==> config.mk <==
export PLATFORM = sky130hd
export DESIGN_NAME = mseq_seed_sched
export DESIGN_NICKNAME = d
export VERILOG_FILES = /design/src/rtl/mseq_sched_pkg.sv /design/src/rtl/mseq_sched_cnt.sv /design/src/rtl/mseq_seed_sched.sv
export SDC_FILE = /design/constraint.sdc
export NUM_CORES = 1
export LEC_CHECK = 0
export CORE_AREA = 2 2 227 229
export CTS_CLUSTER_DIAMETER = 40
export DETAILED_ROUTE_END_ITERATION = 10
export DIE_AREA = 0 0 229 231
export PLACE_DENSITY = 0.54
export SLEW_MARGIN = 0
export SYNTH_ARGS = -nofsm -noshare
export SYNTH_HDL_FRONTEND = slang
export SYNTH_SLANG_ARGS = --single-unit
==> constraint.sdc <==
create_clock -name MSEQ_clk -period 2.7 [get_ports MSEQ_clk]
set_input_delay 0.405 -clock MSEQ_clk [delete_from_list [all_inputs] [get_ports MSEQ_clk]]
set_output_delay 0.405 -clock MSEQ_clk [all_outputs]
set_load 0.005 [all_outputs]
==> src/rtl/mseq_sched_pkg.sv <==
// Shared types and constants for the M-sequence seed scheduler and datapath top.
package mseq_sched_pkg;

   typedef enum logic [2:0] {
      WARMUP,
      READY,
      LOAD,
      ALIGN,
      RUN
   } sched_state_t;

   localparam int unsigned STAT_W = 32;
   localparam int unsigned LANES  = 16;
   localparam int unsigned LANE_W = 16;

   // Increment that sticks at all-ones instead of wrapping.
   function automatic logic [STAT_W-1:0] sat_inc(input logic [STAT_W-1:0] v);
      return (v == '1) ? v : v + 1'b1;
   endfunction

endpackage

==> src/rtl/mseq_sched_cnt.sv <==
// Loadable up-counter with synchronous clear and terminal-count flag.
// Stops at the terminal value rather than wrapping.
module mseq_sched_cnt #(
   parameter int unsigned CNT_W = 16
) (
   input  logic             i_clk,
   input  logic             i_clr,
   input  logic             i_ld,
   input  logic [CNT_W-1:0] i_ld_val,
   input  logic [CNT_W-1:0] i_tc_val,
   output logic             o_tc
);

   logic [CNT_W-1:0] r_cnt;
   logic             w_tc;

   assign w_tc = (r_cnt == i_tc_val);
   assign o_tc = w_tc;

   // Clear has priority over load; count only while below terminal value.
   always_ff @(posedge i_clk) begin
      if (i_clr) begin
         r_cnt <= '0;
      end else if (i_ld) begin
         r_cnt <= i_ld_val;
      end else if (!w_tc) begin
         r_cnt <= r_cnt + 1'b1;
      end
   end

endmodule

==> src/rtl/mseq_seed_sched.sv <==
// Seed scheduler for the M-sequence datapath: managed core warm-up, one-cycle
// seed loads, alignment-latency absorption and output-valid window.
// Optional build macro MSEQ_SCHED_STATS_EN adds frame/underrun statistics ports.
module mseq_seed_sched
   import mseq_sched_pkg::*;
#(
   parameter int unsigned INPUT_DATA_WIDTH = 288,
   parameter int unsigned WARMUP_CYCLES    = 512,
   parameter int unsigned PIPE_LAT         = 3,
   parameter int unsigned RUN_LEN          = 1024,
   parameter int unsigned CNT_W            = 16
) (
   input  logic                        MSEQ_clk,
   input  logic                        MSEQ_rst,
   input  logic [INPUT_DATA_WIDTH-1:0] seed_din,
   input  logic                        seed_vld,
   output logic                        seed_rdy,
   input  logic                        halt,
   output logic [INPUT_DATA_WIDTH-1:0] MSEQ_din,
   output logic                        MSEQ_din_vld,
   output logic                        mseq_core_rst_n,
   output logic                        out_vld,
   output logic                        busy
`ifdef MSEQ_SCHED_STATS_EN
   ,
   output logic [STAT_W-1:0]           stat_frames,
   output logic [STAT_W-1:0]           stat_underrun
`endif
);

   sched_state_t                r_state;
   sched_state_t                w_next;
   logic [INPUT_DATA_WIDTH-1:0] r_din;
   logic [CNT_W-1:0]            w_tc_val;
   logic                        w_tc;
   logic                        w_accept;
   logic                        w_rdy;

   // Ready is a function of state and terminal count only, never of seed_vld.
   assign w_rdy    = (r_state == READY) || ((r_state == RUN) && w_tc);
   assign w_accept = w_rdy && seed_vld;

   // Terminal value for the shared counter depends on the phase being timed.
   always_comb begin
      w_tc_val = '0;
      case (r_state)
         WARMUP:  w_tc_val = CNT_W'(WARMUP_CYCLES - 1);
         ALIGN:   w_tc_val = CNT_W'(PIPE_LAT - 2);
         RUN:     w_tc_val = CNT_W'(RUN_LEN - 1);
         default: w_tc_val = '0;
      endcase
   end

   // Counter restarts at zero on every state change.
   mseq_sched_cnt #(.CNT_W(CNT_W)) u_cnt (
      .i_clk    (MSEQ_clk),
      .i_clr    (MSEQ_rst),
      .i_ld     (r_state != w_next),
      .i_ld_val ('0),
      .i_tc_val (w_tc_val),
      .o_tc     (w_tc)
   );

   // State register.
   always_ff @(posedge MSEQ_clk) begin
      if (MSEQ_rst) begin
         r_state <= WARMUP;
      end else begin
         r_state <= w_next;
      end
   end

   // Next-state logic; on the last RUN cycle an accept outranks halt.
   always_comb begin
      w_next = r_state;
      case (r_state)
         WARMUP: if (w_tc) w_next = READY;
         READY:  if (seed_vld) w_next = LOAD;
         LOAD:   w_next = (PIPE_LAT <= 1) ? RUN : ALIGN;
         ALIGN:  if (w_tc) w_next = RUN;
         RUN: begin
            if (w_tc) begin
               w_next = seed_vld ? LOAD : READY;
            end else if (halt) begin
               w_next = READY;
            end
         end
         default: w_next = WARMUP;
      endcase
   end

   // Seed capture register, cleared by reset and held between accepts.
   always_ff @(posedge MSEQ_clk) begin
      if (MSEQ_rst) begin
         r_din <= '0;
      end else if (w_accept) begin
         r_din <= seed_din;
      end
   end

   // Core reset release coincides with leaving WARMUP, which is only re-entered via MSEQ_rst.
   assign seed_rdy        = w_rdy;
   assign MSEQ_din        = r_din;
   assign MSEQ_din_vld    = (r_state == LOAD);
   assign mseq_core_rst_n = (r_state != WARMUP);
   assign out_vld         = (r_state == RUN);
   assign busy            = (r_state != READY);

`ifdef MSEQ_SCHED_STATS_EN
   logic [STAT_W-1:0] r_frames;
   logic [STAT_W-1:0] r_underrun;
   logic              r_seen;

   // Saturating accept and idle-READY counters; idle counting starts after the first accept.
   always_ff @(posedge MSEQ_clk) begin
      if (MSEQ_rst) begin
         r_frames   <= '0;
         r_underrun <= '0;
         r_seen     <= 1'b0;
      end else begin
         if (w_accept) begin
            r_frames <= sat_inc(r_frames);
            r_seen   <= 1'b1;
         end
         if ((r_state == READY) && !seed_vld && r_seen) begin
            r_underrun <= sat_inc(r_underrun);
         end
      end
   end

   assign stat_frames   = r_frames;
   assign stat_underrun = r_underrun;
`endif

endmodule
# Word level (Yosys, flattened, before mapping)
# Index checks and enable logic that the tools add are counted.
[classes]
eq_ne = 7
mux = 8
addsub = 1
n_reduce_logical = 6
[op_table]
columns = ["op", "n"]
rows = [
  ["one-hot mux 10 bit (3 select lines)", 1],
  ["adder 16 x 1 -> 16 bit (second input constant)", 1],
  ["equality test 16 x 10 -> 1 bit", 1],
  ["2-to-1 mux 3 bit", 5],
  ["one-hot mux 3 bit (5 select lines)", 1],
  ["equality test 3 x 2 -> 1 bit (second input constant)", 2],
  ["equality test 3 x 1 -> 1 bit (second input constant)", 1],
  ["equality test 3 bit (second input constant)", 1],
  ["zero test 3 bit", 1],
  ["inequality test 3 x 1 -> 1 bit (second input constant)", 1],
  ["inequality test 3 bit", 1],
  ["nonzero test 3 bit", 1],
  ["logical AND 1 bit", 2],
  ["2-to-1 mux 2 bit", 1],
  ["OR reduction 2 bit", 1],
  ["logical OR 1 bit", 1],
]
[totals]
input_bits = 292
register_bits = 307
output_inout_bits = 293
elab_cells = 25

# Longest topological paths before layout
# Gate-level depths: netlist of run 1.
[depth]
depth_word = 7
mapped_depth = 10
depth_no_buf = 7

# Cells and area by module
# From an unflattened synthesis of run 1, not the netlist that was laid out.
[unflattened]
cells_unflattened = 2163
area_unflattened_um2 = 16808.6
[by_module_without_submodules]
columns = ["mod", "area_each_um2", "instances", "cells_per_inst", "seq_area_each_um2"]
rows = [
  ["mseq_seed_sched", 15651.3, 1, 2024, 5825.6],
  ["mseq_sched_cnt", 1157.4, 1, 139, 320.3],
]

# Worst setup path before layout of run 1
# OpenSTA, ideal clock, no wires.
[synth_path]
path_kind = "register to register"
start = "register u_cnt.r_cnt[3]"
end = "register r_state[0]"
setup_ns = 0.125
path_slack_ns = 0.487
t_arrival_ns = 2.088
path_buffers = 2
period_less_slack_ns = 2.213
path_stages_with_launch = 9
required_time_ns = 2.575
path_cell_list = "dfxtp_1 > buf_2 > o32a_1 > a2bb2oi_1 > a2111oi_4 > buf_2 > a21oi_1 > o21a_1 > o41a_1"
[synth_between]
elab_chain_cells = 3
word_cells_on_any_way = 5
classes_between = "eq/ne: 1; mux: 4"
[synth_lines]
columns = ["item", "line_no", "rtl"]
rows = [
  ["from (decl)", "mseq_sched_cnt.sv:14", "logic [CNT_W-1:0] r_cnt;"],
  ["from (signal assigned)", "mseq_sched_cnt.sv:25", "r_cnt <= i_ld_val;"],
  ["from (signal assigned)", "mseq_sched_cnt.sv:27", "r_cnt <= r_cnt + 1'b1;"],
  ["equality test 16 x 10 -> 1 bit *", "mseq_sched_cnt.sv:17", "assign w_tc = (r_cnt == i_tc_val);"],
  ["2-to-1 mux 3 bit (on tied branches)", "mseq_seed_sched.sv:82, mseq_seed_sched.sv:77, mseq_seed_sched.sv:80", ""],
  ["one-hot mux 3 bit (5 select lines) *", "mseq_seed_sched.sv:76", "case (r_state)"],
  ["to (signal assigned)", "mseq_seed_sched.sv:69", "r_state <= w_next;"],
  ["to (decl)", "mseq_seed_sched.sv:31", "sched_state_t r_state;"],
]
# Every way passes the cells marked *; elsewhere a longest branch is shown, timed or not.
# A chain may end at the register's enable or synchronous reset.

# Final worst setup path of run 1
[layout_path]
start = "register r_state[0]"
end = "output seed_rdy"
[layout_between]
elab_chain_cells = 5
word_cells_on_any_way = 8
classes_between = "eq/ne: 4; mux: 1; reduce/logical: 3"
[layout_lines]
columns = ["item", "line_no", "rtl"]
rows = [
  ["equality test 3 bit (tied with other cells)", "mseq_seed_sched.sv:40, mseq_seed_sched.sv:46", ""],
  ["one-hot mux 10 bit (3 select lines)", "mseq_seed_sched.sv:46", "case (r_state)"],
  ["equality test 16 x 10 -> 1 bit", "mseq_sched_cnt.sv:17", ""],
  ["logical AND 1 bit", "mseq_seed_sched.sv:40", "assign w_rdy = (r_state == READY) || ((r_state == RUN) && w_tc);"],
  ["logical OR 1 bit *", "mseq_seed_sched.sv:40", ""],
  ["to (decl)", "mseq_seed_sched.sv:17", "output logic seed_rdy,"],
]
# Marks and branches as above.

==> results of run 1 <==
metrics by stage:
step | area [um2] | utilization, %
after CTS | 19800 | 39.0
after detailed placement | 17800 | 35.2
after floorplan | 11100 | -
after global placement | 17800 | 35.2
after global routing | 19800 | 39.1
final | 19800 | 39.1
cell usage after synthesis, types with 2 or more instances:
cell type	instances	area (um2)
nand2_1	589	2210
dfxtp_1	307	6150
a21oi_1	305	1530
clkbuf_1	43	161
buf_2	35	175
nor2_1	26	97.6
buf_4	14	105
buf_6	12	135
xnor2_1	12	105
inv_1	9	33.8
nand3_1	7	35.0
and3_1	6	37.5
nand4_1	5	31.3
o21ai_0	4	20.0
nand2b_1	3	18.8
nor3_1	3	15.0
a211oi_1	2	15.0
nor4_1	2	12.5
o21a_1	2	15.0
xor2_1	2	17.5
metal layers:
layer | GRT usage, % | routed length (um) | vias up
li1 | - | - | 5764
met1 | 17.2 | 16800 | 5271
met2 | 26.0 | 20600 | 432
met3 | 5.79 | 3810 | 65
met4 | 4.79 | 947 | 6
met5 | 0 | 41 | -
layout make-up:
type / instances / area (um2)
clock buffers: 68 / 1540
well taps: 680 / 851
inverters: 9 / 33.8
fillers: 5216 / 30900
flip-flops and latches: 307 / 6150
clock inverters: 34 / 373
repair buffers: 633 / 6440
multi-input cells: 989 / 4410
diodes: 1 / 2.50
flip-flops by register name (all words and copies together) (netlist names):
signal,cells
MSEQ_din,288
u_cnt.r_cnt,16
r_state,3
how the worst max path moves through the flow:
| stage | startpoint | to | cells after the start |
|---|---|---|---|
| 2_1_floorplan | u_cnt.r_cnt[3]$_SDFFE_PP0N_ | r_state[0]$_SDFF_PP0_ | 8 |
| 3_3_place_gp | r_state[0]$_SDFF_PP0_ | seed_rdy | 6 |
| 3_5_place_dp | u_cnt.r_cnt[5]$_SDFFE_PP0N_ | seed_rdy | 6 |
| 4_1_cts | r_state[0]$_SDFF_PP0_ | seed_rdy | 6 |
| 5_1_grt | r_state[0]$_SDFF_PP0_ | seed_rdy | 6 |
| 6_report | r_state[0]$_SDFF_PP0_ | seed_rdy | 6 |
worst max-delay path, cell delays in order (launching register included):
cell and delay (ps):
dfxtp_2 380, nand2b_4 170, a22o_1 220, a2111oi_4 350, nand2_1 120, o21ai_1 130, clkdlybuf4s15_2 230
where the power goes:
part / switching (W) / total, W / leakage [nW] / internal (W)
clock: 0.00247 / 0.00703 / 0.937 / 0.00457
sequential: 0.00000677 / 0.00455 / 2.47 / 0.00454
combinational: 0.000163 / 0.000552 / 3.27 / 0.000390
logic make-up after synthesis:
logic type                 Yosys count  synth area share [%]
buffers and inverters              113                  5.49
xor gates and xnor gates            14                  1.10
and+or+nand+nor                    647                  22.5
adders and majority gates            1                 0.112
AOI/OAI and AO/OA                  327                  15.5
DFF                                307                  55.3
placed cells by master (no fill, tap or decap), types with 2 or more instances in the layout:
master	instances
buf_4	31
clkbuf_16	59
nor2_1	25
xor2_1	2
and3_1	6
clkinv_2	9
clkbuf_8	4
xnor2_1	12
inv_1	9
clkbuf_1	6
a21oi_1	305
nand2_1	589
clkinvlp_4	4
o21ai_0	3
nand4_1	5
dfxtp_2	3
inv_8	3
o21a_1	2
a211oi_1	2
nand3_1	7
buf_12	18
inv_6	7
nor3_1	3
bufinv_16	5
clkdlybuf4s50_1	582
clkinv_4	6
dfxtp_1	304
nand2b_1	2
what timing repair did:
action                     CTS  global route
pin swaps                    2             0
buffers inserted             7             0
setup endpoints to repair    1             2
hold buffers                 0             0
resized for setup            7             3
==> results.md, run 1 <==
- Drc violations: 0
- Unrepaired setup endpoints after global routing: false
- Static leakage: 6.68 nW
- Worst skew pair latency: 580 ps
- Iter 0 DRT Violations: 518
- Initial Utilization: 21.9%
- IO Port Bufs: 584
- Syn Area/Cell: 7.89 um2
- Die Area: 52900 um2
- Yosys reg bits: 307
- P&R area growth vs syn: 78.1%
- H-Tree Depth: 2
- Clk sink count: 307
- Max Clock Skew: 18.4 ps
- Final WL: 42.2 mm
- Final Hold Viols: 0
- EDFF count, synth: 0
- FF-to-FF path depth: 13
- VDD IR max: 516 uV
- CP Capture Type: output pin
- Final worst-path setup slack: 108 ps
- Ratio of cells with drive above 1 in the final layout: 7.75%
- Sequential element share of the synthesized area: 55.3%
- Worst Path Max Fanout: 13
- Worst R2R Start: r_state[0]$_SDFF_PP0_
- Hold Path Stages: 2
- Final setup viols: 0
- Setup TNS: 0 ps
- Crit Path Class: reg -> out
- Gpl congestion: 0.841
- Vias: 11500
- Avg WL per Cell: 15.5 um
- Synth Warn #: 0
- Highest clock rate: 386 MHz
- GRT Total Usage: 15.1%
- Setup WS pre-CTS: 267 ps
- Syn nets: 1702
- CP arrival: 2190 ps
- Final cell count without fillers: 2721
- Ys flop type: dfxtp_1
- Hold Path Class: in -> reg
- CTS root buffer: clkbuf_16
- Hold Path End: MSEQ_din[53]$_SDFFE_PP0P_
- Die W: 229 um
- HPWL Detailed: 30.4 mm
- Pwr Total: 0.0121 W
- Final Net Count: 2290
- First-pass GRT wire length: 63.9 mm
- DRT antenna net count: 0
- Status: finished clean
- Worst-margin pin slew: 810 ps
- Gr ovfl total: 0
- Worst flop-to-flop path endpoint: r_state[0]$_SDFF_PP0_
- Distinct cells, synth: 41
- Max_slew headroom: 46.0%
- Die Y: 231 um
- CTS Buffer Depth: 3
- Row count: 83
- Final worst-path cycle share: 96.0%
- Clock-pin slew on the worst setup and hold paths: 60 ps
- Initial antenna violation count: 4
- Io pins: 585
- Hold_ws: 154 ps
- Core Region: 50700 um2
- PwrDens: 613 nW/um2
- DR vias/cell: 4.24
- TritonCTS clock tree: done
- HP Start: MSEQ_rst
- # Max-Cap Violations: 0
- Pins Over Slew Limit: 0
- Crit path required time: 2300 ps
- 1st-pass router iterations: 4
- Reg2reg setup slack: 160 ps
- Post-Syn Area: 11100 um2
- Largest net degree at the start of global routing: 137
- Min Tclk post-route: 2590 ps
- Vias in the first global route: 11300
- Syn Inst Count: 1409
- Worst Setup Start Kind: register
- Ys async rst share: 0%
- Number of buffers created by CTS: 57
- Dpl cells: 2611
(Power assumes the default switching activity.)
==> run 2, diff against run 1 <==
--- a/config.mk
+++ b/config.mk
@@ -5,12 +5,14 @@
 export SDC_FILE = /design/constraint.sdc
 export NUM_CORES = 1
 export LEC_CHECK = 0
-export CORE_AREA = 2 2 227 229
+export CORE_AREA = 2 2 225 227
 export CTS_CLUSTER_DIAMETER = 40
 export DETAILED_ROUTE_END_ITERATION = 10
-export DIE_AREA = 0 0 229 231
-export PLACE_DENSITY = 0.54
+export DIE_AREA = 0 0 227 229
+export PLACE_DENSITY = 0.67
+export SETUP_SLACK_MARGIN = 0.5
 export SLEW_MARGIN = 0
 export SYNTH_ARGS = -nofsm -noshare
 export SYNTH_HDL_FRONTEND = slang
+export SYNTH_HIERARCHICAL = 1
 export SYNTH_SLANG_ARGS = --single-unit
==> results.md, run 2 <==
- Setup TNS: -62440 ps (-62440 ps)
- Final Hold Viols: 0 (unchanged)
- Ys flop type: dfxtp_1
- Post-synth top area cell: dfxtp_1
- Drc violations: 0 (unchanged)
- Clock-pin slew on the worst setup and hold paths: 50 ps (about the same)
- Unrepaired setup endpoints after global routing: true
- Clock Power Share: 57.0% (-1.0 points)
- Int Power: 0.00980 W (+3.2%)
- Die W: 227 um (-0.87%)
- Min Tclk post-route: 3030 ps (+439 ps)
- Initial antenna violation count: 9 (+5)
- Sw Share: 23.6% (+1.9 points)
- Avg WL per Cell: 21.3 um (+37%)
- Most common cell after layout, fill and taps aside: clkdlybuf4s50_1
- HPWL Detailed: 43.0 mm (+42%)
- 1st-pass router iterations: 7 (+3)
- IO Port Bufs: 584 (unchanged)
- Dominant cells by area after synthesis: dfxtp_1 37%, nand3_1 17%, o2111ai_1 15%, nor2b_1 11%, nand2_1 6.6%
- Worst Setup Start Kind: register
- Utilization after layout: 58.3% (+19 points)
- Worst path bufs/invs: 10 (+9)
- TritonCTS clock tree: done
- Max_slew headroom: 32.2% (-14 points)
- First-pass GRT wire length: 111 mm (+73%)
- Ratio of cells with drive above 1 in the final layout: 17.4% (+9.6 points)
- # Max-Cap Violations: 0 (unchanged)
- Post-synth top area share: 36.6% (-19 points)
- Post-place instance area: 23400 um2 (+31%)
- Row count: 82 (-1.2%)
- Clk sink count: 307 (unchanged)
- Design Area, Final: 28900 um2 (+46%)
- Final worst-path cycle share: 112% (+16 points)
- Hold buffer count at CTS: 0 (unchanged)
- Vias in the first global route: 19400 (+71%)
- Max FFs per register: 288 (unchanged)
- Status: finished with violations
- GRT Total Usage: 26.5% (+11 points)
- Top post-synthesis cells by count: 583 x nand3_1, 307 x dfxtp_1, 296 x nand2_1, 294 x nor2b_1, 288 x o2111ai_1
- Vias: 19900 (+72%)
- VDD IR max: 442 uV (-14%)
- Most frequent cell after synthesis: nand3_1
- Static leakage: 10.5 nW (+58%)
- DR vias/cell: 5.70 (+35%)
- Setup WS pre-CTS: -163 ps (-429 ps)
- Failing checks: setup timing
- Worst-margin pin slew: 1020 ps (+207 ps)
- Worst Path Max Fanout: 8 (-5)
- CP max-delay cell: or4_4
- Crit path required time: 3210 ps (+910 ps)
- EDFF count, synth: 0 (unchanged)
- Synth Warn #: 6 (+6)
- Ys async rst share: 0% (unchanged)
- Syn Area/Cell: 7.77 um2 (-1.6%)
- Post-Syn Area: 16800 um2 (+51%)
- Most frequent cells in the layout: 580 x clkdlybuf4s50_1, 558 x nand3_1, 305 x dfxtp_1, 296 x nand2_1, 291 x nor2b_1
- Final WL: 74.2 mm (+76%)
- CTS root buffer: clkbuf_16
- Final Net Count: 3052 (+33%)
- Crit Path Class: reg -> reg
- Max Clock Skew: 26.0 ps (+7.53 ps)
- Iter 0 DRT Violations: 1801 (+250%)
- Combinational Power Share: 7.6% (+3.0 points)
- DRT antenna net count: 0 (unchanged)
- Sequential element share of the synthesized area: 36.6% (-19 points)
- Yosys reg bits: 307 (unchanged)
- Hold Path Class: in -> reg
- Gpl congestion: 0.874 (+4.0%)
- Highest clock rate: 330 MHz (-14%)
- CP arrival: 3540 ps (+1350 ps)
- Crit-path cells: buf_6, a21o_1, xnor2_1, nand4_1, or4_4, clkinv_4, buf_6, buf_6, buf_6, and3b_4, buf_12, buf_12, buf_16, buf_12, buf_12, o2111ai_1, nand3_1
- Number of buffers created by CTS: 56 (-1.8%)
- Gr ovfl total: 0 (unchanged)
- Pwr Total: 0.0128 W (+5.8%)
- P_sw: 0.00303 W (+15%)
- H-Tree Depth: 2 (unchanged)
- Worst skew pair latency: 590 ps (about the same)
- Syn Inst Count: 2163 (+54%)
- Largest net degree at the start of global routing: 163 (+19%)
- Core Region: 49700 um2 (-2.0%)
- P&R area growth vs syn: 72.2%
- PwrDens: 443 nW/um2 (-28%)
- Distinct cells, synth: 52 (+27%)
- CP Capture Type: register
- Sequential fraction of design power: 35.4% (-2.1 points)
- Die Y: 229 um (-0.87%)
- Initial Utilization: 33.8% (+12 points)
- Final worst-path setup slack: -331 ps (-439 ps)
- Critical path's top delay family: buffers and inverters
- CP peak stage delay: 550 ps (+170 ps)
- Pins Over Slew Limit: 0 (unchanged)
- Io pins: 585 (unchanged)
- CTS Buffer Depth: 3 (unchanged)
- Die Area: 52000 um2 (-1.7%)
- Final setup viols: 305 (+305)
run 2: metal layers:
metal	up-vias	routed length, um	GRT usage (%)
li1	9143	-	-
met5	-	8	0
met4	2	4170	13.9
met3	225	6560	6.97
met2	966	35500	43.5
met1	9532	27900	31.7
run 2: power groups by stage:
stage / combinational [W] / clock [W] / sequential, W
3_5_place_dp: 0.000858 / 0 / 0.00464
3_3_place_gp: 0.000858 / 0 / 0.00464
4_1_cts: 0.000909 / 0.00742 / 0.00454
5_1_grt: 0.00102 / 0.00762 / 0.00454
6_report: 0.000973 / 0.00732 / 0.00454
2_1_floorplan: 0.000272 / 0 / 0.00464
run 2: metrics by stage:
stage          hold WS (ps)  cells
2_1_floorplan           503   2184
3_3_place_gp            534   3272
3_5_place_dp            555   3272
4_1_cts                 184   3451
5_1_grt                 210   3482
6_report                208   3483
run 2: worst paths after layout:
| check | from | end | cells past startpoint | slack (ps) |
|---|---|---|---|---|
| hold / removal | MSEQ_rst | MSEQ_din[96]$_SDFFE_PP0P_ | 4 | 210 |
| setup reg to reg | r_state[0]$_SDFF_PP0_ | MSEQ_din[182]$_SDFFE_PP0P_ | 17 | -330 |
| hold reg to reg | u_cnt/r_cnt[5]$_SDFFE_PP0P_ | u_cnt/r_cnt[5]$_SDFFE_PP0P_ | 2 | 590 |
| setup / recovery | r_state[0]$_SDFF_PP0_ | MSEQ_din[182]$_SDFFE_PP0P_ | 17 | -330 |
run 2: timing repair:
| action | 4_1_cts | 5_1_grt |
|---|---|---|
| resized for setup | 192 | 159 |
| cloned | 29 | 4 |
| endpoints found under the setup margin | 312 | 312 |
| pin swaps | 79 | 120 |
| buffers inserted | 48 | 20 |
run 2: layout make-up:
class	instances	area, um2
Antenna cell	8	20.0
Multi-Input combinational cell	1601	10900
Fill cell	4238	20700
Timing Repair Buffer	785	9040
Clock inverter	31	377
Clock buffer	71	1580
Tap cell	672	841
Sequential cell	307	6150
Inverter	8	45.0
run 2: cell families (layout without fill, tap and decap cells):
group | Yosys count | count (layout) | share of synthesized area (%)
flops | 307 | 307 | 36.6
mux | 2 | 2 | 0.127
other cells | 1 | 30 | 0.0223
xor+xnor | 17 | 17 | 0.886
simple gates | 1227 | 1227 | 36.8
buf+inv | 276 | 895 | 8.43
fa+ha+maj | 1 | 1 | 0.0744
compound gates | 332 | 332 | 17.1
run 2: tightest hold or removal path, cell delays in order:
cell	delay (ps)
buf_8	150
nor2b_1	80
nand2_1	60
nand3_1	60
